**src/rtl/rv_lsu_pkg.sv**
```systemverilog
// Shared definitions for the rv_lsu load/store unit: funct3 codes, FSM states
// and the store byte-strobe helper.
package rv_lsu_pkg;

  localparam logic [2:0] F3_LB  = 3'b000;
  localparam logic [2:0] F3_LH  = 3'b001;
  localparam logic [2:0] F3_LW  = 3'b010;
  localparam logic [2:0] F3_LBU = 3'b100;
  localparam logic [2:0] F3_LHU = 3'b101;
  localparam logic [2:0] F3_SB  = 3'b000;
  localparam logic [2:0] F3_SH  = 3'b001;
  localparam logic [2:0] F3_SW  = 3'b010;

  typedef enum logic [1:0] {
    ST_IDLE,
    ST_ISSUE,
    ST_WAIT
  } state_e;

  // size is funct3[1:0]: 00 byte, 01 half, 10 word
  function automatic logic [3:0] wstrb_f(input logic [1:0] size, input logic [1:0] off);
    case (size)
      2'b00:   return 4'b0001 << off;
      2'b01:   return 4'b0011 << {off[1], 1'b0};
      default: return 4'b1111;
    endcase
  endfunction

endpackage

```
**src/rtl/rv_lsu_if.sv**
```systemverilog
// Core-request, response and memory-port signals of the rv_lsu, bundled with
// a slave view for the LSU and a master view for whatever drives it.
interface rv_lsu_if;

  logic        req_valid;
  logic        req_ready;
  logic        req_write;
  logic [2:0]  req_funct3;
  logic [31:0] req_addr;
  logic [31:0] req_wdata;
  logic        resp_valid;
  logic [31:0] resp_rdata;
  logic        resp_err;
  logic [31:0] mem_addr;
  logic [31:0] mem_wdata;
  logic [3:0]  mem_wstrb;
  logic        mem_write;
  logic        mem_addr_ready;
  logic [31:0] mem_rdata;
  logic        mem_data_ready;

  modport slave (
    input  req_valid, req_write, req_funct3, req_addr, req_wdata,
    input  mem_rdata, mem_data_ready,
    output req_ready, resp_valid, resp_rdata, resp_err,
    output mem_addr, mem_wdata, mem_wstrb, mem_write, mem_addr_ready
  );

  modport master (
    output req_valid, req_write, req_funct3, req_addr, req_wdata,
    output mem_rdata, mem_data_ready,
    input  req_ready, resp_valid, resp_rdata, resp_err,
    input  mem_addr, mem_wdata, mem_wstrb, mem_write, mem_addr_ready
  );

endinterface

```
**src/rtl/rv_lsu_load_align.sv**
```systemverilog
// Picks the addressed byte/half/word out of a memory word and sign- or
// zero-extends it according to the load funct3.
module rv_lsu_load_align
  import rv_lsu_pkg::*;
(
  input  logic [31:0] rdata_i,
  input  logic [1:0]  off_i,
  input  logic [2:0]  funct3_i,
  output logic [31:0] data_o
);

  logic [7:0]  byte_sel;
  logic [15:0] half_sel;

  assign byte_sel = rdata_i[{off_i, 3'b000} +: 8];
  assign half_sel = off_i[1] ? rdata_i[31:16] : rdata_i[15:0];

  always_comb begin
    data_o = '0;
    case (funct3_i)
      F3_LB:   data_o = {{24{byte_sel[7]}}, byte_sel};
      F3_LBU:  data_o = {24'h0, byte_sel};
      F3_LH:   data_o = {{16{half_sel[15]}}, half_sel};
      F3_LHU:  data_o = {16'h0, half_sel};
      F3_LW:   data_o = rdata_i;
      default: data_o = '0;
    endcase
  end

endmodule

```
**src/rtl/rv_lsu.sv**
```systemverilog
// RV32I load/store unit: IDLE -> ISSUE -> WAIT with a bounded wait and
// registered outputs. Define RV_LSU_MISALIGN_TRAP_EN to trap misaligned accesses.
module rv_lsu
  import rv_lsu_pkg::*;
#(
  parameter int unsigned TIMEOUT = 16
) (
  input  logic     clk,
  input  logic     rst,
  rv_lsu_if.slave  bus
);

  state_e      state_q;
  logic [7:0]  cnt_q;
  logic        write_q;
  logic [2:0]  funct3_q;
  logic [1:0]  off_q;
  logic        req_ready_q;
  logic        resp_valid_q;
  logic        resp_err_q;
  logic [31:0] resp_rdata_q;
  logic [31:0] mem_addr_q;
  logic [31:0] mem_wdata_q;
  logic [3:0]  mem_wstrb_q;
  logic        mem_write_q;
  logic        mem_addr_ready_q;

  logic        illegal;
  logic        misalign;
  logic [1:0]  size;
  logic [1:0]  off;
  logic [31:0] st_data;
  logic [31:0] ld_data;

  assign size = bus.req_funct3[1:0];

  always_comb begin
    illegal = bus.req_write ? (bus.req_funct3 > F3_SW)
                            : (bus.req_funct3 == 3'b011 || bus.req_funct3[2:1] == 2'b11);
`ifdef RV_LSU_MISALIGN_TRAP_EN
    misalign = (size == 2'b01 && bus.req_addr[0]) ||
               (size == 2'b10 && bus.req_addr[1:0] != 2'b00);
    off      = bus.req_addr[1:0];
`else
    // Without the trap, misaligned halves/words silently drop the low bits.
    misalign = 1'b0;
    off      = (size == 2'b01) ? {bus.req_addr[1], 1'b0} :
               (size == 2'b10) ? 2'b00 : bus.req_addr[1:0];
`endif
  end

  for (genvar gi = 0; gi < 4; gi++) begin : g_lane
    assign st_data[8*gi +: 8] =
      (bus.req_funct3 == F3_SB) ? bus.req_wdata[7:0] :
      (bus.req_funct3 == F3_SH) ? bus.req_wdata[8*(gi%2) +: 8] :
                                  bus.req_wdata[8*gi +: 8];
  end

  rv_lsu_load_align u_align (
    .rdata_i  (bus.mem_rdata),
    .off_i    (off_q),
    .funct3_i (funct3_q),
    .data_o   (ld_data)
  );

  always_ff @(posedge clk) begin
    if (rst) begin
      state_q          <= ST_IDLE;
      cnt_q            <= '0;
      write_q          <= 1'b0;
      funct3_q         <= '0;
      off_q            <= '0;
      req_ready_q      <= 1'b0;
      resp_valid_q     <= 1'b0;
      resp_err_q       <= 1'b0;
      resp_rdata_q     <= '0;
      mem_addr_q       <= '0;
      mem_wdata_q      <= '0;
      mem_wstrb_q      <= '0;
      mem_write_q      <= 1'b0;
      mem_addr_ready_q <= 1'b0;
    end else begin
      resp_valid_q <= 1'b0;
      resp_err_q   <= 1'b0;
      resp_rdata_q <= '0;
      case (state_q)
        ST_IDLE: begin
          req_ready_q <= 1'b1;
          if (bus.req_valid && req_ready_q) begin
            if (illegal || misalign) begin
              resp_valid_q <= 1'b1;
              resp_err_q   <= 1'b1;
            end else begin
              state_q          <= ST_ISSUE;
              req_ready_q      <= 1'b0;
              write_q          <= bus.req_write;
              funct3_q         <= bus.req_funct3;
              off_q            <= off;
              cnt_q            <= '0;
              mem_addr_q       <= {bus.req_addr[31:2], 2'b00};
              mem_wdata_q      <= bus.req_write ? st_data : 32'h0;
              mem_wstrb_q      <= bus.req_write ? wstrb_f(size, off) : 4'b0000;
              mem_write_q      <= bus.req_write;
              mem_addr_ready_q <= 1'b1;
            end
          end
        end
        ST_ISSUE: begin
          state_q          <= ST_WAIT;
          mem_addr_ready_q <= 1'b0;
          mem_write_q      <= 1'b0;
          mem_wstrb_q      <= 4'b0000;
        end
        ST_WAIT: begin
          // A completion on the last allowed cycle still wins over the timeout.
          if (bus.mem_data_ready) begin
            state_q      <= ST_IDLE;
            req_ready_q  <= 1'b1;
            resp_valid_q <= 1'b1;
            resp_rdata_q <= write_q ? 32'h0 : ld_data;
          end else if (cnt_q == 8'(TIMEOUT - 1)) begin
            state_q      <= ST_IDLE;
            req_ready_q  <= 1'b1;
            resp_valid_q <= 1'b1;
            resp_err_q   <= 1'b1;
          end else begin
            cnt_q <= cnt_q + 8'd1;
          end
        end
        default: state_q <= ST_IDLE;
      endcase
    end
  end

  assign bus.req_ready      = req_ready_q;
  assign bus.resp_valid     = resp_valid_q;
  assign bus.resp_rdata     = resp_rdata_q;
  assign bus.resp_err       = resp_err_q;
  assign bus.mem_addr       = mem_addr_q;
  assign bus.mem_wdata      = mem_wdata_q;
  assign bus.mem_wstrb      = mem_wstrb_q;
  assign bus.mem_write      = mem_write_q;
  assign bus.mem_addr_ready = mem_addr_ready_q;

endmodule
```
**src/flat_wrapper.sv**
```systemverilog
// flat-port wrapper written by rule: the top's interface ports become plain ports
module rv_lsu_flat import rv_lsu_pkg::*;
#(
  parameter int unsigned TIMEOUT = 16
)
  (clk, rst, bus_req_valid, bus_req_write, bus_req_funct3, bus_req_addr, bus_req_wdata, bus_mem_rdata, bus_mem_data_ready, bus_req_ready, bus_resp_valid, bus_resp_rdata, bus_resp_err, bus_mem_addr, bus_mem_wdata, bus_mem_wstrb, bus_mem_write, bus_mem_addr_ready);
  rv_lsu_if bus_i ();
  input  logic clk;
  input  logic rst;
  input wire logic [$bits(bus_i.req_valid)-1:0] bus_req_valid;
  input wire logic [$bits(bus_i.req_write)-1:0] bus_req_write;
  input wire logic [$bits(bus_i.req_funct3)-1:0] bus_req_funct3;
  input wire logic [$bits(bus_i.req_addr)-1:0] bus_req_addr;
  input wire logic [$bits(bus_i.req_wdata)-1:0] bus_req_wdata;
  input wire logic [$bits(bus_i.mem_rdata)-1:0] bus_mem_rdata;
  input wire logic [$bits(bus_i.mem_data_ready)-1:0] bus_mem_data_ready;
  output wire logic [$bits(bus_i.req_ready)-1:0] bus_req_ready;
  output wire logic [$bits(bus_i.resp_valid)-1:0] bus_resp_valid;
  output wire logic [$bits(bus_i.resp_rdata)-1:0] bus_resp_rdata;
  output wire logic [$bits(bus_i.resp_err)-1:0] bus_resp_err;
  output wire logic [$bits(bus_i.mem_addr)-1:0] bus_mem_addr;
  output wire logic [$bits(bus_i.mem_wdata)-1:0] bus_mem_wdata;
  output wire logic [$bits(bus_i.mem_wstrb)-1:0] bus_mem_wstrb;
  output wire logic [$bits(bus_i.mem_write)-1:0] bus_mem_write;
  output wire logic [$bits(bus_i.mem_addr_ready)-1:0] bus_mem_addr_ready;
  assign bus_i.req_valid = bus_req_valid;
  assign bus_i.req_write = bus_req_write;
  assign bus_i.req_funct3 = bus_req_funct3;
  assign bus_i.req_addr = bus_req_addr;
  assign bus_i.req_wdata = bus_req_wdata;
  assign bus_i.mem_rdata = bus_mem_rdata;
  assign bus_i.mem_data_ready = bus_mem_data_ready;
  assign bus_req_ready = bus_i.req_ready;
  assign bus_resp_valid = bus_i.resp_valid;
  assign bus_resp_rdata = bus_i.resp_rdata;
  assign bus_resp_err = bus_i.resp_err;
  assign bus_mem_addr = bus_i.mem_addr;
  assign bus_mem_wdata = bus_i.mem_wdata;
  assign bus_mem_wstrb = bus_i.mem_wstrb;
  assign bus_mem_write = bus_i.mem_write;
  assign bus_mem_addr_ready = bus_i.mem_addr_ready;
  rv_lsu #(.TIMEOUT(TIMEOUT)) u_core (.clk(clk), .rst(rst), .bus(bus_i));
endmodule
```
**config.mk**
```make
export PLATFORM = sky130hd
export DESIGN_NAME = rv_lsu_flat
export DESIGN_NICKNAME = d
export VERILOG_FILES = /design/src/rtl/rv_lsu_pkg.sv /design/src/rtl/rv_lsu_if.sv /design/src/rtl/rv_lsu_load_align.sv /design/src/rtl/rv_lsu.sv /design/src/flat_wrapper.sv
export SDC_FILE = /design/constraint.sdc
export NUM_CORES = 1
export LEC_CHECK = 0
export BUFFER_PORTS_ARGS = -buffer_cell sky130_fd_sc_hd__clkbuf_2
export CAP_MARGIN = 20
export CORE_MARGIN = 3
export CORE_UTILIZATION = 50
export CTS_CLUSTER_DIAMETER = 50
export DETAILED_ROUTE_END_ITERATION = 10
export GPL_TIMING_DRIVEN = 0
export PLACE_DENSITY = 0.92
export SLEW_MARGIN = 20
export SYNTH_ARGS = -nofsm -noshare
export SYNTH_HDL_FRONTEND = slang
export SYNTH_SLANG_ARGS = --single-unit
```
**constraint.sdc**
```tcl
create_clock -name clk -period 2.5 [get_ports clk]
set_input_delay 0.5 -clock clk [delete_from_list [all_inputs] [get_ports clk]]
set_output_delay 0.5 -clock clk [all_outputs]
set_load 0.005 [all_outputs]
```
==> results.txt <==
The run finished with clean final reports. Of the available clock period, the critical path in the final layout requires 75.49%. After technology mapping, the gate count stands at 470.

For the final HPWL from detailed placement, the log shows 11490 um. The count of buffers added on input and output ports is 203. The most common cell after layout, fill and taps aside is sky130_fd_sc_hd__clkbuf_2. Global routing used 9.078% of the available met3 tracks.

Setup repair after global routing left no endpoint under its margin. Global routing consumed, on the met1 layer, 30.00% of the routing resources. In the routed layout, each cell is associated on average with a via count of 5.618. Sequential cells burn 40.3% of the power. The number of antenna diodes in the final layout is 0. Traced cell by cell, the critical path runs through clkbuf_1 > nand2b_1 > mux2_2 > a222oi_1 > nor2_1. After synthesis the cells add up to 4638 um^2. TritonCTS built the clock tree.

Clock tree synthesis selected as its root buffer the cell sky130_fd_sc_hd__clkbuf_8. The number of synthesized flops with an enable pin is 0. The average instance in the mapped netlist occupies 9.869 um^2. The number of warnings reported in the yosys synthesis log came out at 0. The logic gate share of total power was 8.3%. For this run, the slowest stage of the critical path takes 0.38 ns.

CTS built an H-tree with a depth of 4. The initial utilization of the core area, before any placement, comes to 52.42%. Type of the worst min-delay path: primary input to flop.

For the worst setup path, the data required time is 2.88 ns. After routing, the total negative slack on setup checks comes to 0 ns. The sequential element share of the synthesized area came out at 51.36%. The longest clock path from root to sink contains 2 buffers. The first routing iteration left 198 violations.

Launching element type of the critical path: a flop. The run gives 3.729 mW as the internal power of the cells. For the worst setup path, the data arrival time is 2.26 ns. The number of clock buffers added by TritonCTS is 17.

The smallest clock period supported by the final layout is computed as 1.887 ns. The total grt overflow came out at 0. For this block, the routed nets add up to 14790 um of wire. Relative to the synthesized area, the layout overhead comes to 38.31%. The number of hold-repair buffers added at the cts stage is 0.

The part of the power in the clock network is 51.4%, and the core box area is 8848 um^2. The run gives 10470 um^2 as the die footprint. Among all stages on the critical path, the largest delay is contributed by sky130_fd_sc_hd__a222oi_1.

For the worst-case headroom to the max-slew limit, the log shows 39.92%. Setup violations remaining at the end of the flow were counted as 0. In the final layout, the share of cells above drive strength 1 is 39.80%.

For this run, design rule violations remaining after detail routing come to 0. After clock tree synthesis, the clock-pin slew on the worst setup and hold paths is 0.06 ns. The count of cells resized by post-cts repair is 0. Switching power as a share of total power: 23.51%. Across the VDD grid, the largest voltage drop is 0.4710 mV. In the layout the commonest cells are sky130_fd_sc_hd__clkbuf_2 (203), sky130_fd_sc_hd__dfxtp_1 (119), sky130_fd_sc_hd__nand2_1 (66).

STA classifies the critical path endpoint as a flop. The logs give 49.48% for the met2 layer usage reported by global route and 0.61 ns for the slack of the worst reg-to-reg path. 209 I/O pins were placed. The run gives 50 as the number of distinct library cells after synthesis. The largest net degree at the start of global routing came out at 17. Along the worst path, the maximum fanout reaches 10. The kind of cell adding the most delay to the critical path is compound AO/OA/AOI/OAI gates.

In this run, synthesis produced a sequential element count of 119. The transition time at the pin with the least slew margin is 0.8964 ns. The logs give 2.949 nW for the total leakage power and 0 for the count of final max-slew check failures. For this design the ratio of total power to cell area is 759.9 nW/um^2.

The logs give 4612 for the number of global-route vias before repair and 0.8648 for the final estimated routing congestion in global placement. The layer flagged by global routing as most heavily used is met2. The critical path is of the flop to flop type. The number of max-capacitance violations reported came out at 0.

The count of buffer and inverter cells on the critical path works out to 1. Clock tree synthesis found a total of 119 sinks. The logs give 0 for the number of endpoints with negative hold slack in the final report and 4573 for the via count. Timing would allow up to 0.5298 GHz.

For the global-route wire length before repair, the log shows 22340 um. Dominant synthesized flop cell: sky130_fd_sc_hd__dfxtp_1. In this run the core area contains 34 standard-cell rows. The first TritonRoute pass finished after 4 iterations. The run gives 1.146 mW as the power spent charging and discharging nets. After the last flow step, the layout net total stands at 798. The layout has 694 filler cells. In this run the post-CTS setup repair buffer count came out at 0.

The number of antenna violations at the first check in global routing is 0, and the clock skew is 0.005355 ns. For the number of antenna-violating nets in the routed design, the log shows 0. The routed wirelength normalized by instance count was 18.17 um. The floorplan step set the die width to 102.3 um. At the later pin of the worst-skew pair, clock insertion delay measures 0.50 ns. Global routing used 27.90% of the available tracks. The share of flip-flops with an asynchronous set or reset is 0%.

From bottom edge to top edge, the die measures 102.3 um. The run gives 0.1995 ns as the final hold slack.
==> power by group through the flow <==
| stage | combinational (mW) | sequential [mW] | clock, mW |
|---|---|---|---|
| global route | 0.440 | 1.97 | 2.62 |
| global placement | 0.386 | 2.00 | 0 |
| floorplan | 0.199 | 2.00 | 0 |
| CTS | 0.403 | 1.96 | 2.52 |
| detailed placement | 0.401 | 2.00 | 0 |
| finish | 0.405 | 1.96 | 2.51 |
==> logic make-up (layout without fill, tap and decap cells) <==
| logic type | count (synthesis) | in the layout | share of synthesized area (%) |
|---|---|---|---|
| AOI/OAI and AO/OA | 155 | 155 | 23.87 |
| xor gates and xnor gates | 1 | 1 | 0.1889 |
| adders and majority gates | 1 | 1 | 0.2697 |
| buffers and inverters | 41 | 276 | 4.343 |
| DFF | 119 | 119 | 51.36 |
| muxes | 35 | 35 | 8.012 |
| other | 1 | 2 | 0.08085 |
| and+or+nand+nor | 117 | 117 | 11.87 |
==> sequential cells by signal (all words and copies together) (netlist names), 2 cells and up <==
register	count
u_core.off_q	2
u_core.funct3_q	3
u_core.cnt_q	8
u_core.bus.mem_wdata	32
u_core.state_q	2
u_core.bus.mem_wstrb	4
u_core.bus.resp_rdata	32
u_core.bus.mem_addr	30
==> Yosys cell counts (2+ instances only) <==
cell,instances,area share (%)
sky130_fd_sc_hd__dfxtp_1,119,51
sky130_fd_sc_hd__nand2_1,66,5.3
sky130_fd_sc_hd__a22o_1,41,7.7
sky130_fd_sc_hd__a21oi_1,36,3.9
sky130_fd_sc_hd__mux2i_1,27,5.8
sky130_fd_sc_hd__o21ai_1,26,2.8
sky130_fd_sc_hd__buf_2,20,2.2
sky130_fd_sc_hd__nor2_1,18,1.5
sky130_fd_sc_hd__clkbuf_1,11,0.89
sky130_fd_sc_hd__o21ai_0,11,1.2
sky130_fd_sc_hd__a22oi_1,9,1.5
sky130_fd_sc_hd__a222oi_1,7,1.5
sky130_fd_sc_hd__mux2_2,7,1.7
sky130_fd_sc_hd__inv_1,5,0.40
sky130_fd_sc_hd__nand3_1,5,0.54
sky130_fd_sc_hd__a2111o_1,4,0.97
sky130_fd_sc_hd__and2_1,4,0.54
sky130_fd_sc_hd__buf_4,4,0.65
sky130_fd_sc_hd__nand2b_1,4,0.54
sky130_fd_sc_hd__nor3_1,4,0.43
sky130_fd_sc_hd__o2bb2ai_1,4,0.76
sky130_fd_sc_hd__a21o_1,3,0.49
sky130_fd_sc_hd__o2111ai_1,3,0.57
sky130_fd_sc_hd__a32o_1,2,0.43
sky130_fd_sc_hd__nand3b_1,2,0.32
sky130_fd_sc_hd__nor2b_1,2,0.27
sky130_fd_sc_hd__nor3b_2,2,0.54
sky130_fd_sc_hd__or2_1,2,0.27
==> per-stage QoR <==
stage	util (%)	cells	total power, mW	setup slack (ns)	instance area, um^2
4_1_cts	72.50	814	4.885	0.6076	6415
6_report	72.50	814	4.875	0.6127	6415
5_1_grt	72.50	814	5.027	0.4991	6415
3_5_place_dp	65.47	782	2.404	0.3128	5793
3_3_place_gp	65.47	782	2.386	0.3192	5793
2_1_floorplan	-	471	2.201	0.7698	4642
==> layer usage <==
| metal | wire (um) | vias up | part of all wire [%] |
|---|---|---|---|
| li1 | - | 2153 | - |
| met1 | 5609 | 2153 | 38 |
| met2 | 7476 | 241 | 51 |
| met3 | 1341 | 26 | 9.1 |
| met4 | 363 | 0 | 2.5 |
| met5 | 0 | - | 0 |
==> final cells by class <==
cell class	instances	area (um^2)	share of cell area [%]
buffer	36	182.7	2.848
clock buffer	20	455.4	7.100
clock inverter	12	166.4	2.594
inverter	5	18.77	0.2926
multi-input combinational	311	2058	32.08
sequential	119	2382	37.14
tap	108	135.1	2.107
timing repair buffer	203	1016	15.84
==> path summary, 6_finish.rpt <==
path	startpoint	endpoint	cells after the start
worst max-delay path	u_core.funct3_q[0]	u_core.bus.resp_rdata[4]	5
worst max register to register	u_core.funct3_q[0]	u_core.bus.resp_rdata[4]	5
worst min-delay path	bus_req_addr[13]	u_core.bus.mem_addr[13]	2
worst min register to register	u_core.bus.mem_wdata[24]	u_core.bus.mem_wdata[24]	2
(Power assumes the default switching activity.)
